## src/rtl/traffic_pkg.sv

```systemverilog
// traffic_pkg: shared FSM state encoding, lamp patterns and display constants
package traffic_pkg;

    typedef enum logic [2:0] {
        ALLRED = 3'd0,
        NS     = 3'd1,
        EW     = 3'd2,
        PED    = 3'd3,
        FLASH  = 3'd4
    } state_t;

    localparam logic [2:0] RED    = 3'b100;
    localparam logic [2:0] YELLOW = 3'b010;
    localparam logic [2:0] GREEN  = 3'b001;
    localparam logic [2:0] OFF    = 3'b000;
    localparam logic [3:0] BLANK  = 4'hF;

endpackage

```

## src/rtl/traffic_light_ctrl_sync_edge.sv

```systemverilog
// sync_edge: 2-FF synchronizer with registered rising-edge strobe
//   clk, rst_n : clock, async active-low reset
//   d          : asynchronous level input
//   level      : synchronized level (2 clk latency)
//   rise       : one-clk strobe on a rising edge of d, valid together with level
module sync_edge (
    input  logic clk,
    input  logic rst_n,
    input  logic d,
    output logic level,
    output logic rise
);
    logic s1;
    always_ff @(posedge clk or negedge rst_n) begin
        if (!rst_n) begin
            s1    <= 1'b0;
            level <= 1'b0;
            rise  <= 1'b0;
        end else begin
            s1    <= d;
            level <= s1;
            rise  <= s1 & ~level;
        end
    end
endmodule

```

## src/rtl/traffic_light_ctrl.sv

```systemverilog
// traffic_light_ctrl: two-road intersection sequencer driven by the 1 s backcounter
//   Build option: define TRAFFIC_PED_EN to include the pedestrian phase.
//   clk, rst_n        : clock, async active-low reset
//   pulse_1s, count   : shared second strobe and upstream remaining seconds
//   ped_req           : async pedestrian button (ignored without TRAFFIC_PED_EN)
//   night_mode        : async night request level
//   ns_light,ew_light : {R,Y,G} per road
//   walk, ped_pending : pedestrian lamp and latched-request flag
//   phase             : current state encoding
//   disp_tens/ones    : BCD remaining seconds, blank (F) in FLASH
module traffic_light_ctrl
    import traffic_pkg::*;
#(
    parameter int T        = 10,
    parameter int YELLOW_S = 3
) (
    input  logic       clk,
    input  logic       rst_n,
    input  logic       pulse_1s,
    input  logic [3:0] count,
    input  logic       ped_req,
    input  logic       night_mode,
    output logic [2:0] ns_light,
    output logic [2:0] ew_light,
    output logic       walk,
    output logic       ped_pending,
    output logic [2:0] phase,
    output logic [3:0] disp_tens,
    output logic [3:0] disp_ones
);
    // Yellow threshold held inside its legal range 0..T-1
    localparam logic [3:0] YS = 4'((YELLOW_S < T) ? YELLOW_S : T - 1);

    state_t     state_q, state_n;
    logic       last_ew, flash_q, night, unused_night_rise, go_ped;
    logic       exp_s;
    logic [2:0] ns_n, ew_n, road;
    logic [3:0] tens_n, ones_n;

    assign exp_s = pulse_1s && count == 4'd0;

    sync_edge u_night (
        .clk  (clk),
        .rst_n(rst_n),
        .d    (night_mode),
        .level(night),
        .rise (unused_night_rise)
    );

`ifdef TRAFFIC_PED_EN
    logic ped_rise, unused_ped_level, pend_q;
    sync_edge u_ped (
        .clk  (clk),
        .rst_n(rst_n),
        .d    (ped_req),
        .level(unused_ped_level),
        .rise (ped_rise)
    );
    assign go_ped      = pend_q;
    assign ped_pending = pend_q;
    // Clearing on PED/FLASH entry wins over a coincident new edge
    always_ff @(posedge clk or negedge rst_n) begin
        if (!rst_n) begin
            pend_q <= 1'b0;
            walk   <= 1'b0;
        end else begin
            walk <= state_q == PED;
            if (state_q != state_n && (state_n == PED || state_n == FLASH))
                pend_q <= 1'b0;
            else if (ped_rise && state_q != PED && state_q != FLASH)
                pend_q <= 1'b1;
        end
    end
`else
    logic unused_ped;
    assign unused_ped  = ped_req;
    assign go_ped      = 1'b0;
    assign ped_pending = 1'b0;
    assign walk        = 1'b0;
`endif

    always_comb begin
        state_n = state_q;
        if (exp_s) begin
            case (state_q)
                ALLRED:  state_n = NS;
                NS:      state_n = go_ped ? PED : EW;
                EW:      state_n = go_ped ? PED : NS;
                PED:     state_n = last_ew ? NS : EW;
                default: state_n = ALLRED;
            endcase
            if (night)
                state_n = FLASH;
        end
    end

    always_comb begin
        road   = (count > YS) ? GREEN : YELLOW;
        ns_n   = RED;
        ew_n   = RED;
        tens_n = count / 4'd10;
        ones_n = count % 4'd10;
        case (state_q)
            NS: ns_n = road;
            EW: ew_n = road;
            FLASH: begin
                ns_n   = flash_q ? YELLOW : OFF;
                ew_n   = flash_q ? YELLOW : OFF;
                tens_n = BLANK;
                ones_n = BLANK;
            end
            default: ;
        endcase
    end

    always_ff @(posedge clk or negedge rst_n) begin
        if (!rst_n) begin
            state_q   <= ALLRED;
            last_ew   <= 1'b1;
            flash_q   <= 1'b0;
            ns_light  <= RED;
            ew_light  <= RED;
            phase     <= ALLRED;
            disp_tens <= 4'd0;
            disp_ones <= 4'd0;
        end else begin
            state_q   <= state_n;
            ns_light  <= ns_n;
            ew_light  <= ew_n;
            phase     <= state_q;
            disp_tens <= tens_n;
            disp_ones <= ones_n;
            if (state_n == NS)
                last_ew <= 1'b0;
            else if (state_n == EW)
                last_ew <= 1'b1;
            if (state_q != FLASH && state_n == FLASH)
                flash_q <= 1'b0;
            else if (state_q == FLASH && pulse_1s)
                flash_q <= ~flash_q;
        end
    end
endmodule

```

## config.mk

```make
export PLATFORM = sky130hd
export DESIGN_NAME = traffic_light_ctrl
export DESIGN_NICKNAME = d
export VERILOG_FILES = /design/src/rtl/traffic_pkg.sv /design/src/rtl/traffic_light_ctrl_sync_edge.sv /design/src/rtl/traffic_light_ctrl.sv
export SDC_FILE = /design/constraint.sdc
export NUM_CORES = 1
export LEC_CHECK = 0
export CAP_MARGIN = 10
export CORE_MARGIN = 2
export CORE_UTILIZATION = 29
export DETAILED_ROUTE_END_ITERATION = 10
export PLACE_DENSITY = 0.56
export SLEW_MARGIN = 20
export SYNTH_ARGS = -nofsm -noshare
export SYNTH_HDL_FRONTEND = slang
export SYNTH_SLANG_ARGS = --single-unit
```

## constraint.sdc

```tcl
create_clock -name clk -period 1.5 [get_ports clk]
set_clock_uncertainty 0.1 [all_clocks]
set_input_delay 0.3 -clock clk [delete_from_list [all_inputs] [get_ports clk]]
set_output_delay 0.3 -clock clk [all_outputs]
set_load 0.03 [all_outputs]
```

* Word level (Yosys, flattened, before mapping) *
Cells that the tools add are included.

cells by class
  reductions and logical operators = 8
  divide/modulo/power cells = 2
  bitwise operators = 1
  $lt $le $gt $ge = 1
  mux-type cells = 14
  eq/ne operators = 8

operators by type and width
  cell                                                           count
  case mux 3 bit (2 select lines)                                2
  equality test 3 x 2 -> 1 bit, second input constant            3
  2-to-1 mux 4 bit                                               2
  equality test 3 x 1 -> 1 bit, second input constant            2
  equality test 3 bit, second input constant                     2
  2-to-1 mux 2 bit                                               3
  2-to-1 mux 3 bit                                               2
  case mux 2 bit (3 select lines)                                1
  divider 4 x 4 -> 4 bit, second input constant                  1
  greater-than comparator 4 x 2 -> 1 bit, second input constant  1
  logical NOT 4 bit                                              1
  modulo 4 x 4 -> 4 bit, second input constant                   1
  2-to-1 mux 1 bit                                               4
  nonzero test 2 bit                                             2
  logical AND 1 bit                                              3
  logical NOT 3 bit                                              1
  != test 3 bit, second input constant                           1
  OR reduction 2 bit                                             1
  NOT 1 bit                                                      1

word-level totals
  output and inout bits = 19
  register bits after elaboration = 24
  word-level logic and storage cells = 44

* Depth between registers and ports, before layout *
Gate-level depths: netlist of the first run.

  depth after elaboration = 8
  gate-level depth with buffers = 6
  depth with buffers taken out = 5

* By module *
A second synthesis of the first run with hierarchy kept.

unflattened totals
  cell total of the unflattened synthesis = 84
  area, all modules = 1024.7 µm²

modules (own cells, without submodules)
  module              area an instance (µm²)  instances  cells each
  traffic_light_ctrl  935.9                   1          80
  sync_edge           88.8                    1          4

* Worst setup path before layout of the first run *
Ideal clock, no wire load.

  path type = flip-flop to flip-flop
  start = register state_q[1]
  end = register flash_q
  path buffers = 1
  setup time = 0.122 ns
  required time = 1.278 ns
  cell stages (with the launch flop) = 7
  path slack = 0.109 ns
  data arrival time = 1.169 ns
  path through = dfrtp_1 buf_2 or3b_4 inv_1 nand2_1 nand3_1 o21ai_1

on the way
  word-level cells in the longest chain between the ends = 8
  elaborated cells on any way between the ends = 15
  those cells by class = eq/ne: 6; mux: 4; reduce/logical: 5

ends and longest elaborated chain
  element                                                                   line                       source
  start, declared                                                           traffic_light_ctrl.sv:34   state_t state_q, state_n;
  start signal, assigned                                                    traffic_light_ctrl.sv:127  state_q <= state_n;
  equality test 3 x 2 -> 1 bit / logical NOT 3 bit (equally long branches)  traffic_light_ctrl.sv:85   case (state_q)
  OR reduction 2 bit (no source line)                                       n/a
  case mux 2 bit (3 select lines)                                           traffic_light_ctrl.sv:85
  2-to-1 mux 3 bit                                                          traffic_light_ctrl.sv:92   if (night)
  2-to-1 mux 3 bit                                                          traffic_light_ctrl.sv:84   if (exp_s) begin
  equality test 3 bit                                                       traffic_light_ctrl.sv:137  if (state_q != FLASH && state_n == FLASH)
  logical AND 1 bit                                                         traffic_light_ctrl.sv:137
  2-to-1 mux 1 bit / nonzero test 2 bit (equally long branches)             n/a
  end signal, assigned                                                      traffic_light_ctrl.sv:140  flash_q <= ~flash_q;
  end, declared                                                             traffic_light_ctrl.sv:35   logic last_ew, flash_q, night, unused_night_rise, go_ped;

Parallel ways exist; a longest one is shown, timed or not.
A chain may end at the register's enable or synchronous reset.

* Final worst setup path of the first run *
  start = input port count[3]
  end = register state_q[2]

on the way
  word-level cells in the longest chain between the ends = 3

ends and longest elaborated chain
  element            line                      source
  start, declared    traffic_light_ctrl.sv:20  input logic [3:0] count,
  logical NOT 4 bit  traffic_light_ctrl.sv:40  assign exp_s = pulse_1s && count == 4'd0;
  logical AND 1 bit  traffic_light_ctrl.sv:40
  2-to-1 mux 3 bit   traffic_light_ctrl.sv:84
  net state_n[2]     traffic_light_ctrl.sv:34

The timed path passes the listed nets, and every way through them passes these cells.

==> results.toml, run 1 <==
[worst_setup_path]
worstPathRequired_ps = 1590
worstPathMaxFanout = 7
critPathLaunch = "count[3]"
r2r_slack_ps = 130
worst-r2r-cell-count = 5
cp-start-kind = "input port"
critPathArrivalTime_ps = 1560
r2r_end = "flash_q$_DFFE_PN0P_"
r2r_start = "state_q[0]$_DFF_PN0_"
cp-end-kind = "flip-flop"
crit_type = "input port to flip-flop"

[layout]
fin_util_pct = 40.24
area_growth_pct = 30.63
fin_area_sq_um = 1249
final-seq-area_sq_um = 554.3
n_antenna_cell = 0
drive_above_1_share_pct = 21.93
multi_input_area_sq_um = 330.3
nNetsFinal = 125
n_fill_cell = 332

[run_status]
status = "completed"

[floorplanning]
num_rows = 20
fp.dieW_microns = 61.42
dieArea_sq_um = 3772
io_pins = 28
initial_utilization_pct = 30.81
core_area_sq_um = 3103
fp.dieH_microns = 61.42

[logic_synthesis]
async_reset_ff_share_pct = 100.0
ys.flop_type = "dfrtp_1"
ys_seq_area_share_pct = 57.98
synth_cells = 86
avgSynthCellArea_sq_um = 11.12
synth_edf_count = 0
synth_warnings = 0
ys_types = 31
synth_area_sq_um = 955.9
synth-seq-cells = 22

[clocking]
cts_buffers = 3
clockRootBuffer = "clkbuf_4"
clk_latency_ps = 290
cts_num_sinks = 22
cts_tree = "yes"
h-tree-depth = 1
clkTransAtPathRegs_ps = 110
post_cts_buffers = 0
cts_hold_buffers = 0
cts_buffer_depth = 2

[timing]
rsz0062_at_grt = "false"
min_period_ps = 1472
worst_slack_ps = 27.58
hold_viol = 0
finalMaxSlewViolations = 0
min_period_over_period_pct = 98.16
finalSetupViolCount = 0
fmax_mhz = 679.2

[global_routing]
grt_pass1_vias = 676
grt_pass1_wl_mm = 2.953
grt_overflow = 0
grt_usage_pct = 10.76
grt_use_met3_pct = 1.261
grt_max_degree = 23
gr-max-usage-layer = "met2"
use_met2_pct = 17.48
gr-usage-met1_pct = 13.78
antenna_found_initial = 0

[drt]
num_vias = 677
firstDrtPassIters = 4
wl_per_cell_microns = 10.37
drt_iter0_drc = 9
drc = 0
vias_per_cell = 4.285
ant_nets = 0
postRouteWirelength_mm = 1.638

[placement]
placed_cell_area_sq_um = 1250
pre_cts_ws_ps = -356.3
hpwl_mm = 1.254
numPortBuffers = 24
gp_congestion = 0.7616

[min_path]
hold_path_class = "input port to asynchronous set/reset pin"

[pwr]
ir_worst_vdd_v = 0.0004424
powerDensity_nw_per_um2 = 1429
leakage_uw = 0.0006290

[run]
cap_violations = 0
==> routing by layer <==
layer | share of wire (%) | up-vias
met5 | 0 | -
met4 | 1.8 | 0
met3 | 4.6 | 2
met2 | 45 | 21
met1 | 48 | 316
li1 | - | 338
==> worst max-delay path, stage by stage <==
cell             delay [ps]
clkdlybuf4s50_1         460
nor4_4                  370
nand2_4                 120
mux2_4                  300
==> power breakdown <==
group | total [uW] | switching (uW) | internal [uW]
Combinational | 703 | 446 | 257
Sequential | 817 | 63.3 | 753
Clock | 265 | 162 | 103
==> cell type report <==
cell class                      count  area share, %
Clock buffer                        4          2.104
Tap cell                           44          4.409
Inverter                            4          1.202
Timing Repair Buffer               32          21.44
Multi-Input combinational cell     52          26.45
Sequential cell                    22          44.39
==> logic make-up (layout without fill, tap and decap cells) <==
kind of cell | after synthesis | count (layout) | synth area share, %
compound gates | 14 | 14 | 8.638
buf+inv | 13 | 40 | 7.852
other cells | 1 | 2 | 0.3923
xor+xnor | 1 | 1 | 0.9164
mux | 2 | 2 | 2.617
fa+ha+maj | 1 | 1 | 1.309
simple gates | 32 | 32 | 20.29
flops | 22 | 22 | 57.99
==> cells in the mapped netlist, types with 2 or more instances <==
| library cell | count | area, sq um |
|---|---|---|
| buf_2 | 3 | 15.01 |
| inv_1 | 4 | 15.01 |
| nor3_1 | 3 | 15.01 |
| dfstp_2 | 3 | 78.83 |
| nor2_1 | 7 | 26.28 |
| o21ai_0 | 5 | 25.02 |
| dfrtp_1 | 19 | 475.5 |
| nand3_1 | 2 | 10.01 |
| a21oi_1 | 3 | 15.01 |
| nand2b_1 | 5 | 31.28 |
| a21o_1 | 2 | 15.01 |
| nand2_1 | 8 | 30.03 |
| buf_4 | 4 | 30.03 |
==> worst max path at each step <==
stage / to / slack, ps / cells past startpoint
3_3_place_gp: state_q[2]$_DFF_PN0_ / -330 / 4
4_1_cts: disp_tens[3] / 8 / 1
2_1_floorplan: flash_q$_DFFE_PN0P_ / 110 / 6
3_5_place_dp: state_q[2]$_DFF_PN0_ / -360 / 4
6_report: state_q[2]$_DFF_PN0_ / 30 / 4
5_1_grt: state_q[1]$_DFF_PN0_ / 3 / 4
==> flip-flops by register name, summed over array words and instances, names as in the netlist <==
signal,cells
ew_light,3
state_q,3
u_night.s1,1
u_night.level,1
disp_tens,2
flash_q,1
last_ew,1
ns_light,3
disp_ones,4
phase,3
==> cells in the final DEF (no fill, tap or decap) <==
cell type and instances:
a21o_1 2, a21oi_1 3, a31oi_1 1, and2_1 1, buf_4 10, clkbuf_1 1
clkbuf_2 3, clkbuf_4 3, clkdlybuf4s50_1 6, conb_1 2, dfrtp_1 19, dfstp_2 3
dlygate4sd2_1 12, dlymetal6s2s_1 1, ha_1 1, inv_1 3, inv_2 1, mux2_4 1
mux2i_1 1, nand2_1 8, nand2_4 1, nand2b_1 5, nand3_1 2, nand4_1 1
nor2_1 7, nor3_1 3, nor4_4 1, nor4b_2 1, o211ai_1 1, o21ai_0 5
o21ai_1 1, o41ai_1 1, or3b_4 1, or4b_1 1, xor2_1 1
==> through the flow <==
step / hold slack [ps] / total power [uW] / TNS, ps / instances
detailed placement: 237.3 / 1609 / -2048 / 154
CTS: 242.2 / 1807 / 0 / 158
global placement: 234.2 / 1604 / -1852 / 154
global route: 263.8 / 1920 / 0 / 158
finish: 235.9 / 1785 / 0 / 158
floorplan: -95.59 / 1313 / 0 / 87
==> what timing repair did <==
| action | CTS | global route |
|---|---|---|
| gates resized for setup | 15 | 8 |
| endpoints found under the setup margin | 18 | 6 |
| pin swaps | 1 | 1 |
(Power assumes the default switching activity.)
==> run 2: changes to the inputs <==
- CORE_ASPECT_RATIO: not set -> 1.5
==> run 2 against run 1 <==
Compared with the run above:
- utilization grew 1.1 points
- flip-flop and latch count did not move
- die area is 0.24% higher
- final cell count fell by 0.63%
- sequential share of layout area down 1.9 points
- non-clock buffer count rose by 3
- maximum frequency rose by 3.2%
- hold slack better by 20 ps
- highest routed layer unchanged
==> results.toml, run 2 (synthesis gave the netlist of run 1 again) <==
[layout]
final_cell_mix = "dfrtp_1 (19), dlygate4sd2_1 (17), buf_4 (13)"
drive_above_1_share_pct = 20.51
top_register = "disp_ones"
multi_input_area_sq_um = 339.1
area_growth_pct = 36.52
nNetsFinal = 128
final-seq-area_sq_um = 554.3
n_fill_cell = 313
largest_register_ffs = 4
layout.cells.non_filler = 157
layout_commonest_cell = "dfrtp_1"
fin_util_pct = 41.31
n_antenna_cell = 0

[timing]
min_period_ps = 1426
fmax_mhz = 701.1
finalMaxSlewViolations = 0
hold_viol = 0
min_period_over_period_pct = 95.09
rsz0062_at_grt = "false"
finalSetupViolCount = 0
fin_hold_ws_ps = 256.3

[floorplanning]
initial_utilization_pct = 30.26
fp.dieH_microns = 74.32
core_area_sq_um = 3159
fp.dieW_microns = 50.88
dieArea_sq_um = 3781
num_rows = 25
io_pins = 28

[clocking]
clkTransAtPathRegs_ps = 70
clk_latency_ps = 260
cts_buffer_depth = 2
cts_tree = "yes"
h-tree-depth = 1
clockRootBuffer = "clkbuf_8"
cts_num_sinks = 22
cts_buffers = 3

[drt]
wl_per_cell_microns = 11.32
ant_nets = 0
vias_per_cell = 4.344
drt_iter0_drc = 9
firstDrtPassIters = 4
drc = 0
postRouteWirelength_mm = 1.778
num_vias = 682

[pwr]
swShare_pct = 36.27
ir_worst_vdd_v = 0.0006762
p_clk_share_pct = 19.1
p_comb_share_pct = 37.8
seqPwrFrac_pct = 43.1
leakage_uw = 0.0006773
p_int_uw = 1210
fin_total_pwr_uw = 1899
switchingPower_uw = 688.8
powerDensity_nw_per_um2 = 1455

[worst_setup_path]
cp-end-kind = "output port"
path_buf_inv = 1
critPathLaunch = "disp_tens[2]$_DFF_PN0_"
cpMaxStageDelayCell = "dlygate4sd2_1"
cp-start-kind = "flip-flop"
r2r_end = "flash_q$_DFFE_PN0P_"
cp_num_cells = 1
worst-r2r-cell-count = 5
worstPathRequired_ps = 1100
crit_end = "disp_tens[3]"
path_cells = "dlygate4sd2_1"
slowest_delay_ps = 410
worstPathMaxFanout = 3
r2r_slack_ps = 90
cp_top_family = "buffers and inverters"
critPathArrivalTime_ps = 1030
r2r_start = "state_q[0]$_DFF_PN0_"
crit_type = "flip-flop to output port"

[run]
cap_violations = 0

[global_routing]
grt_usage_pct = 11.56
grt_pass1_vias = 640
antenna_found_initial = 0
grt_max_degree = 23
grt_pass1_wl_mm = 3.070
grt_overflow = 0

[min_path]
hold_path_class = "flip-flop to flip-flop"

[placement]
gp_congestion = 0.7317
dpl.cell_count = 152
numPortBuffers = 24

[run_status]
status = "completed"
[run 2: cell count changes in the layout (fill, tap and decap cells not counted)]
cell | before | now
inv_2 | 1 | 0
clkbuf_2 | 3 | 0
inv_1 | 3 | 4
dlymetal6s2s_1 | 1 | 2
clkbuf_8 | 0 | 3
clkdlybuf4s50_1 | 6 | 3
clkbuf_4 | 3 | 0
nor4b_2 | 1 | 0
nor4b_4 | 0 | 1
buf_4 | 10 | 13
dlygate4sd2_1 | 12 | 17
[run 2: cell type report]
cell class              instances  area share [%]
repair buffers                 35           23.11
well taps                      40           3.835
inverters                       4           1.151
clock buffers                   4           3.452
multi-input cells              52           25.98
flip-flops and latches         22           42.47
[run 2: worst min path at each step]
stage,start,end,slack (ps),depth (start not counted)
CTS,u_night.s1$_DFF_PN0_,u_night.level$_DFF_PN0_,260,0
detailed placement,u_night.s1$_DFF_PN0_,u_night.level$_DFF_PN0_,240,0
floorplan,rst_n,disp_ones[0]$_DFF_PN0_,-100,0
global route,u_night.s1$_DFF_PN0_,u_night.level$_DFF_PN0_,280,0
finish,u_night.s1$_DFF_PN0_,u_night.level$_DFF_PN0_,260,0
global placement,u_night.s1$_DFF_PN0_,u_night.level$_DFF_PN0_,240,0
[run 2: metrics by stage]
stage               TNS [ps]  setup slack [ps]  cell area [sq um]
floorplan                  0             109.1              959.7
global placement       -1953            -353.6               1260
detailed placement     -2323            -393.0               1260
CTS                        0             11.10               1284
global route               0             10.40               1305
finish                     0             73.70               1305
[run 2: metal layers]
layer / GRT usage (%) / part of all wire [%] / up-vias / wire (microns)
li1: - / - / 343 / -
met1: 12.77 / 39 / 316 / 689
met2: 19.15 / 53 / 18 / 934
met3: 2.008 / 4.6 / 5 / 81
met4: 9.910 / 4.0 / 0 / 72
met5: 0 / 0 / - / 0
[run 2: power by group through the flow]
stage	logic, uW	clock network (uW)	registers [uW]
floorplan	290	0	1020
global placement	775	0	831
detailed placement	786	0	837
CTS	722	387	821
global route	778	418	835
finish	718	363	819
[run 2: timing repair]
action	4_1_cts	5_1_grt
pin swaps	2	2
buffers inserted	0	1
hold endpoints to repair	0	0
setup endpoints to repair	20	3
hold buffers	0	0
resized for setup	17	3
